**src/rtl/ram_stream_reader.sv**
```systemverilog
// Streams a contiguous address range of an async-read RAM port onto a
// valid/ready interface, one word per cycle when the consumer keeps up.
module ram_stream_reader #(
    parameter int DWIDTH = 32,
    parameter int AWIDTH = 8,
    parameter int LWIDTH = 9
) (
    input  logic              clk,
    input  logic              rst,
    input  logic              start,
    input  logic [AWIDTH-1:0] base_addr,
    input  logic [LWIDTH-1:0] length,
    output logic              busy,
    output logic              done,
    output logic [AWIDTH-1:0] mem_raddr,
    input  logic [DWIDTH-1:0] mem_rdata,
    output logic [DWIDTH-1:0] out_data,
    output logic              out_valid,
    input  logic              out_ready,
    output logic              out_last
);

    localparam logic [1:0] S_IDLE  = 2'd0;
    localparam logic [1:0] S_RUN   = 2'd1;
    localparam logic [1:0] S_DRAIN = 2'd2;

    logic [1:0]        state;
    logic [LWIDTH-1:0] remaining;
    logic              xfer;
    logic              load;
    logic              final_word;

    assign xfer       = out_valid && out_ready;
    // The output register refills whenever it is empty or being emptied.
    assign load       = (state == S_RUN) && (!out_valid || out_ready);
    assign final_word = (remaining == LWIDTH'(1));
    assign busy       = (state != S_IDLE);

    always_ff @(posedge clk or posedge rst) begin
        if (rst) begin
            state     <= S_IDLE;
            mem_raddr <= '0;
            remaining <= '0;
            out_data  <= '0;
            out_valid <= 1'b0;
            out_last  <= 1'b0;
            done      <= 1'b0;
        end else begin
            done <= 1'b0;
            case (state)
                S_IDLE: begin
                    if (start) begin
                        if (length != '0) begin
                            mem_raddr <= base_addr;
                            remaining <= length;
                            state     <= S_RUN;
                        end else begin
                            done <= 1'b1;
                        end
                    end
                end
                S_RUN: begin
                    if (load) begin
                        out_data  <= mem_rdata;
                        out_valid <= 1'b1;
                        out_last  <= final_word;
                        mem_raddr <= mem_raddr + AWIDTH'(1);
                        remaining <= remaining - LWIDTH'(1);
                        if (final_word)
                            state <= S_DRAIN;
                    end
                end
                S_DRAIN: begin
                    // Only the last word is still held; its transfer ends the burst.
                    if (xfer) begin
                        out_valid <= 1'b0;
                        out_last  <= 1'b0;
                        state     <= S_IDLE;
                        done      <= 1'b1;
                    end
                end
                default: state <= S_IDLE;
            endcase
        end
    end

endmodule

```
**config.mk**
```make
export PLATFORM = sky130hd
export DESIGN_NAME = ram_stream_reader
export DESIGN_NICKNAME = d
export VERILOG_FILES = /design/src/rtl/ram_stream_reader.sv
export SDC_FILE = /design/constraint.sdc
export NUM_CORES = 1
export LEC_CHECK = 0
export CORE_ASPECT_RATIO = 0.75
export CORE_UTILIZATION = 40
export DETAILED_ROUTE_END_ITERATION = 10
export PLACE_DENSITY = 0.81
export SETUP_SLACK_MARGIN = 0.02
export SYNTH_ARGS = -nofsm -noshare
export SYNTH_HDL_FRONTEND = slang
export SYNTH_SLANG_ARGS = --single-unit
```
**constraint.sdc**
```tcl
create_clock -name clk -period 1.7 [get_ports clk]
set_input_delay 0.255 -clock clk [delete_from_list [all_inputs] [get_ports clk]]
set_output_delay 0.255 -clock clk [all_outputs]
set_load 0.02 [all_outputs]
```
==> results.toml, run 1 <==
[status]
status = "finished clean"

[global_routing]
antenna_found_initial = 0
grt_start_max_net_pins = 55
grtUsageTotal_pct = 21.8
grt_pass1_wl_um = 11500
grt_pass1_vias = 2330
overflow = 0

[hold_path]
worstHoldPathType = "in -> async"

[setup_path]
start_kind = "flip-flop"
crit_path_max_fanout = 3
arrival_ns = 1.87
worstSetupEndpointType = "flip-flop"
worstSetupPathType = "reg -> reg"
cp.required_ns = 1.89

[finish]
antenna_cells = 0
fin_nets = 424
finalNonFillerCells = 449
finish.utilization_pct = 66.6
areaGrowthSynthToFinish_pct = 60.5
drive_above_1_share_pct = 29.3
nFillCells = 517

[floorplan]
coreArea_um2 = 6290
num_io_pins = 97
die_y_um = 72.0
dieArea_um2 = 6860
rows = 25
start_util_pct = 41.5
die_w_um = 95.3

[clock_network]
clk_pin_slew_ns = 0.09
clock_path_buffers = 2
htreeDepth = 2
cts_tree = "built"
cts_buffers = 5
clk_latency_ns = 0.29
cts_sinks = 54
ctsRootBufferMaster = "clkbuf_8"

[flow_run]
max_cap_violations = 0

[yosys]
yosysSeqAreaShare_pct = 51.7
synth_adder_area_share_pct = 1.44
yosysWarnings = 0
syn_inst = 231
synth_nets = 287
syn_area_um2 = 2610
yosysUniqueCellTypes = 49
synth_xor_area_share_pct = 0
ys_ff_latch = 54
synthSimpleGateAreaFrac_pct = 13.2
synth_top_family_by_area = "compound AO/OA/AOI/OAI gates"
async_flop_share_pct = 100
synth-main-ff-cell = "dfrtp_1"
synth_edf_count = 0
synth-compound-area-share_pct = 15.0
syn_area_per_cell_um2 = 11.3
muxShareOfSynthArea_pct = 14.6

[timing]
tightest_slew_ns = 0.383
fin_skew_ns = 0.00379
timing.final.crit_share_pct = 99.2
slew_headroom_pct = 74.1
hold_viol_final = 0
timing.fmax_mhz = 593
timing.hold.ws_ns = 0.311
fin_setup_tns_ns = 0
period_minus_slack_ns = 1.69
rsz0062_at_grt = "yes"
setup_viol = 0
fin_ws_ns = 0.0130
maxSlewViolCount = 0

[power]
vdd_drop_max_uv = 826
power.density_nw_per_um2 = 1300
p_leak_nw = 1.78

[detailed_routing]
vias_per_cell = 5.39
drt_first_pass_iters = 4
vias = 2422
postRouteWirelength_um = 7490
final_antenna_net_count = 0
drt_iter0_markers = 161
drc = 0
wl_per_cell_um = 16.7

[placement]
hpwl_um = 5030
pre_cts_slack_ns = -0.341
port_buffers = 96
gp_congestion = 0.886
placed_cells = 434
[worst paths after layout]
check	start	to	slack (ns)	cells past startpoint
min in group clk	out_ready	out_valid	0.41	5
hold / removal	rst	remaining[3]	0.31	3
max in group asynchronous	rst	state[0]	1.12	3
setup reg to reg	remaining[6]	remaining[8]	0.01	4
hold reg to reg	out_data[5]	out_data[5]	0.51	1
setup / recovery	remaining[6]	remaining[8]	0.01	4
[sequential cells by signal (all words and copies together), names as in the netlist]
| name | count |
|---|---|
| done | 1 |
| mem_raddr | 8 |
| out_data | 32 |
| out_last | 1 |
| out_valid | 1 |
| remaining | 9 |
| state | 2 |
[logic make-up (layout without fill, tap and decap cells)]
logic type,after synthesis,count (layout)
muxes,34,34
AOI/OAI and AO/OA,58,58
adders and majority gates,3,3
and+or+nand+nor,62,62
buffers and inverters,20,157
DFF,54,54
[timing repair]
action | in CTS | in global routing
setup endpoints to repair | 24 | 53
buffers inserted | 4 | 2
hold buffers | 0 | 0
gates cloned | 0 | 2
pin swaps | 1 | 7
resized for setup | 9 | 24
[metrics by stage]
step	instance area, um^2	total power [mW]
floorplan	2610	3.39
global placement	3910	4.50
detailed placement	3910	4.58
CTS	4040	5.31
global route	4190	5.80
finish	4190	5.46
[placed cells by master (no fill, tap or decap), drive strengths merged, types with 4 or more instances in the layout]
cell and instances:
mux2 32, clkdlybuf4s50 90, o21ai 10, nor2 13, inv 8, buf 45
clkbuf 7, nand3 6, o31ai 7, a21oi 13, or3 4, nor3 6
nand2 15, nor4 5, dfrtp 54, a31oi 7
[layer usage]
metal	up-vias	part of all wire (%)	wire length, um	GRT usage, %
met2	109	48	3570	33.3
met5	-	0	0	0
met1	1171	44	3290	32.2
met4	0	0.99	74	5.56
li1	1135	-	-	-
met3	7	7.5	559	3.67
[worst max-delay path, stage by stage, from the launching register on]
cell and delay, ns:
dfrtp_1 0.41, or4_4 0.57, or3_4 0.42, o22ai_2 0.10, a21oi_1 0.09
[layout make-up]
cell class / instances / area, um^2 / share of cell area (%)
Timing Repair Buffer: 142 / 1380 / 32.9
Sequential cell: 54 / 1360 / 32.3
Multi-Input combinational cell: 157 / 1240 / 29.7
Tap cell: 81 / 101 / 2.42
Clock buffer: 6 / 72.6 / 1.73
Inverter: 8 / 30.0 / 0.717
Clock inverter: 1 / 7.51 / 0.179
[synthesized netlist by cell type (2+ instances only)]
cell       count  area [um^2]
buf_2          5         25.0
or3_1          4         25.0
dfrtp_1       54         1350
a32o_1         2         20.0
nor3_1         5         25.0
a21oi_1       12         60.1
mux2_2        32          360
nand3_1        6         30.0
buf_6          2         22.5
nand2_1       15         56.3
nand2b_1       3         18.8
mux2i_1        2         20.0
buf_4          2         15.0
o31ai_1        7         52.6
inv_1          8         30.0
clkbuf_1       2         7.51
ha_1           3         37.5
nor4_1         5         31.3
a31oi_1        7         43.8
a2bb2oi_1      3         26.3
nor2_1        12         45.0
o21ai_0       10         50.1
o22ai_1        3         18.8
o32ai_1        2         17.5
[power by group]
group          switching [mW]  total, mW  internal (mW)  leakage (nW)
Combinational            1.34       2.74           1.40          1.11
Sequential              0.344       2.03           1.69         0.629
Clock                   0.403      0.687          0.284        0.0373
No activity file was read; power rests on OpenSTA's default activity.
==> inputs of run 2 (changes only) <==
--- a/config.mk
+++ b/config.mk
@@ -6,4 +6,5 @@
 export NUM_CORES = 1
 export LEC_CHECK = 0
+export CAP_MARGIN = 15
 export CORE_ASPECT_RATIO = 0.75
 export CORE_UTILIZATION = 40
==> constraint.sdc (replaced) <==
create_clock -name clk -period 1.7 [get_ports clk]
set_input_delay 0.255 -clock clk [delete_from_list [all_inputs] [get_ports clk]]
set_output_delay 0.255 -clock clk [all_outputs]
set_load 0.05 [all_outputs]
==> run 2 against run 1 <==
Net effect: the flow now finishes with violations (negative setup slack); non-clock buffer count increased by 4; highest routed layer unchanged; largest power group unchanged; critical path type is now in -> reg; combinational power grew 25%; core utilization is 0.68 points higher; power increased by 16%; cell area rose by 1.0%; largest cell class is now flip-flops and latches; global-route usage grew 0.16 points; die area unchanged.
==> results.toml, run 2 (synthesized netlist as in run 1, its figures left out) <==
[status]
status = "finished, violations left"
violations = "negative setup slack"

[setup_path]
reg2reg_slack_ns = 0
start_kind = "input pin"
worstSetupEndpointType = "flip-flop"
worstSetupPathType = "in -> reg"
crit_path_max_fanout = 4
rr_worst_depth = 4
cp.required_ns = 1.89
arrival_ns = 1.91

[timing]
timing.final.crit_share_pct = 101
period_minus_slack_ns = 1.72
slew_headroom_pct = 77.0
rsz0062_at_grt = "yes"
fin_ws_ns = -0.0162
maxSlewViolCount = 0
fin_skew_ns = 0.0166
timing.fmax_mhz = 583
tightest_slew_ns = 0.345
setup_viol = 1
hold_viol_final = 0

[floorplan]
rows = 25
coreArea_um2 = 6290
die_w_um = 95.3
dieArea_um2 = 6860
die_y_um = 72.0
num_io_pins = 97
start_util_pct = 41.5

[finish]
antenna_cells = 0
largestRegisters = "out_data (32), remaining (9), mem_raddr (8)"
largest_register_ffs = 32
drive_above_1_share_pct = 44.0
final_common_cell = "buf_4"
areaGrowthSynthToFinish_pct = 62.1
finish.utilization_pct = 67.3
regMostFlops = "out_data"
fin_nets = 428
finalNonFillerCells = 454
layout_common_cells = "buf_4, clkdlybuf4s50_1, dfrtp_1"

[clock_network]
cts_tree = "built"
cts_sinks = 54
cts_hold_buf = 0
clk_latency_ns = 0.31
clock_path_buffers = 2
cts_buffers = 5
clk_pin_slew_ns = 0.09
ctsRootBufferMaster = "clkbuf_8"
htreeDepth = 2

[detailed_routing]
drc = 0
vias = 2505
drt_first_pass_iters = 5
final_antenna_net_count = 0
wl_per_cell_um = 16.8
postRouteWirelength_um = 7640
vias_per_cell = 5.52
drt_iter0_markers = 139

[power]
p_leak_nw = 1.87
vdd_drop_max_uv = 739
p_switching_mw = 2.82
comb_power_share_pct = 54.2
p_seq_share_pct = 32.1
power_frac_clock_pct = 13.7
total_power_mw = 6.33
swShare_pct = 44.5
power.density_nw_per_um2 = 1500
intPower_mw = 3.51

[placement]
hpwl_um = 5340
gp_congestion = 0.889
port_buffers = 96
placed_cells = 438

[global_routing]
grtUsageTotal_pct = 21.9
grt_pass1_wl_um = 11400
grt_pass1_vias = 2338
overflow = 0
grt_start_max_net_pins = 28
antenna_found_initial = 0

[hold_path]
worstHoldPathType = "in -> async"

[flow_run]
max_cap_violations = 0
## run 2: cell count changes in the layout (fill, tap and decap cells not counted), moves of 2 or more
cell and delta:
buf_4 +43, clkdlybuf4s50_1 -39, o31ai_2 +2, dlymetal6s2s_1 -2, dlygate4sd2_1 -2, mux2_4 +7, buf_12 +3, mux2_2 -7
nand2_1 -2
## run 2: final timing paths
| path | from | end |
|---|---|---|
| max reg2reg | remaining[4] | remaining[8] |
| max | length[7] | mem_raddr[6] |
| max in group asynchronous | rst | out_data[22] |
| min in group clk | out_ready | out_valid |
| min reg2reg | out_data[17] | out_data[17] |
| min | rst | out_data[2] |
## run 2: cell type report
type,instances,area [um^2]
clock buffers,6,72.6
flip-flops and latches,54,1360
inverters,8,33.8
well taps,81,101
multi-input cells,157,1280
fillers,480,2050
clock inverters,2,37.5
repair buffers,146,1350
## run 2: power groups by stage
stage	clock (mW)	combinational (mW)	sequential, mW
5_1_grt	0.940	3.63	2.10
3_3_place_gp	0	3.13	2.01
4_1_cts	0.877	3.22	2.02
3_5_place_dp	0	3.19	2.04
2_1_floorplan	0	1.07	3.00
6_report	0.866	3.43	2.03
## run 2: what timing repair did
action	CTS	global route
setup endpoints to repair	8	48
endpoints found under the hold margin	0	0
buffers inserted	0	5
resized for setup	9	29
gates cloned	0	3
pin swaps	1	3
## run 2: routing by layer
layer	global-route usage (%)	share of wire, %	vias up
met4	7.24	1.3	0
met2	34.9	49	120
met3	3.35	7.3	15
met1	30.8	42	1224
met5	0	0	-
li1	-	-	1146
## run 2: through the flow
step	setup TNS [ns]	setup WS, ns	hold WS [ns]	instance area (um^2)
6_report	-0.0162	-0.0162	0.225	4230
5_1_grt	-0.474	-0.0455	0.259	4230
4_1_cts	0	0.0211	0.229	4020
3_5_place_dp	-13.07	-0.359	0.494	3870
3_3_place_gp	-11.87	-0.317	0.492	3870
2_1_floorplan	0	0.0122	0.390	2620
## run 2: critical path, stage by stage
cell and delay, ns:
clkdlybuf4s50_1 0.46, nor4_2 0.35, buf_4 0.17, and3_4 0.22, buf_4 0.15, nor3_1 0.05, a211o_1 0.26
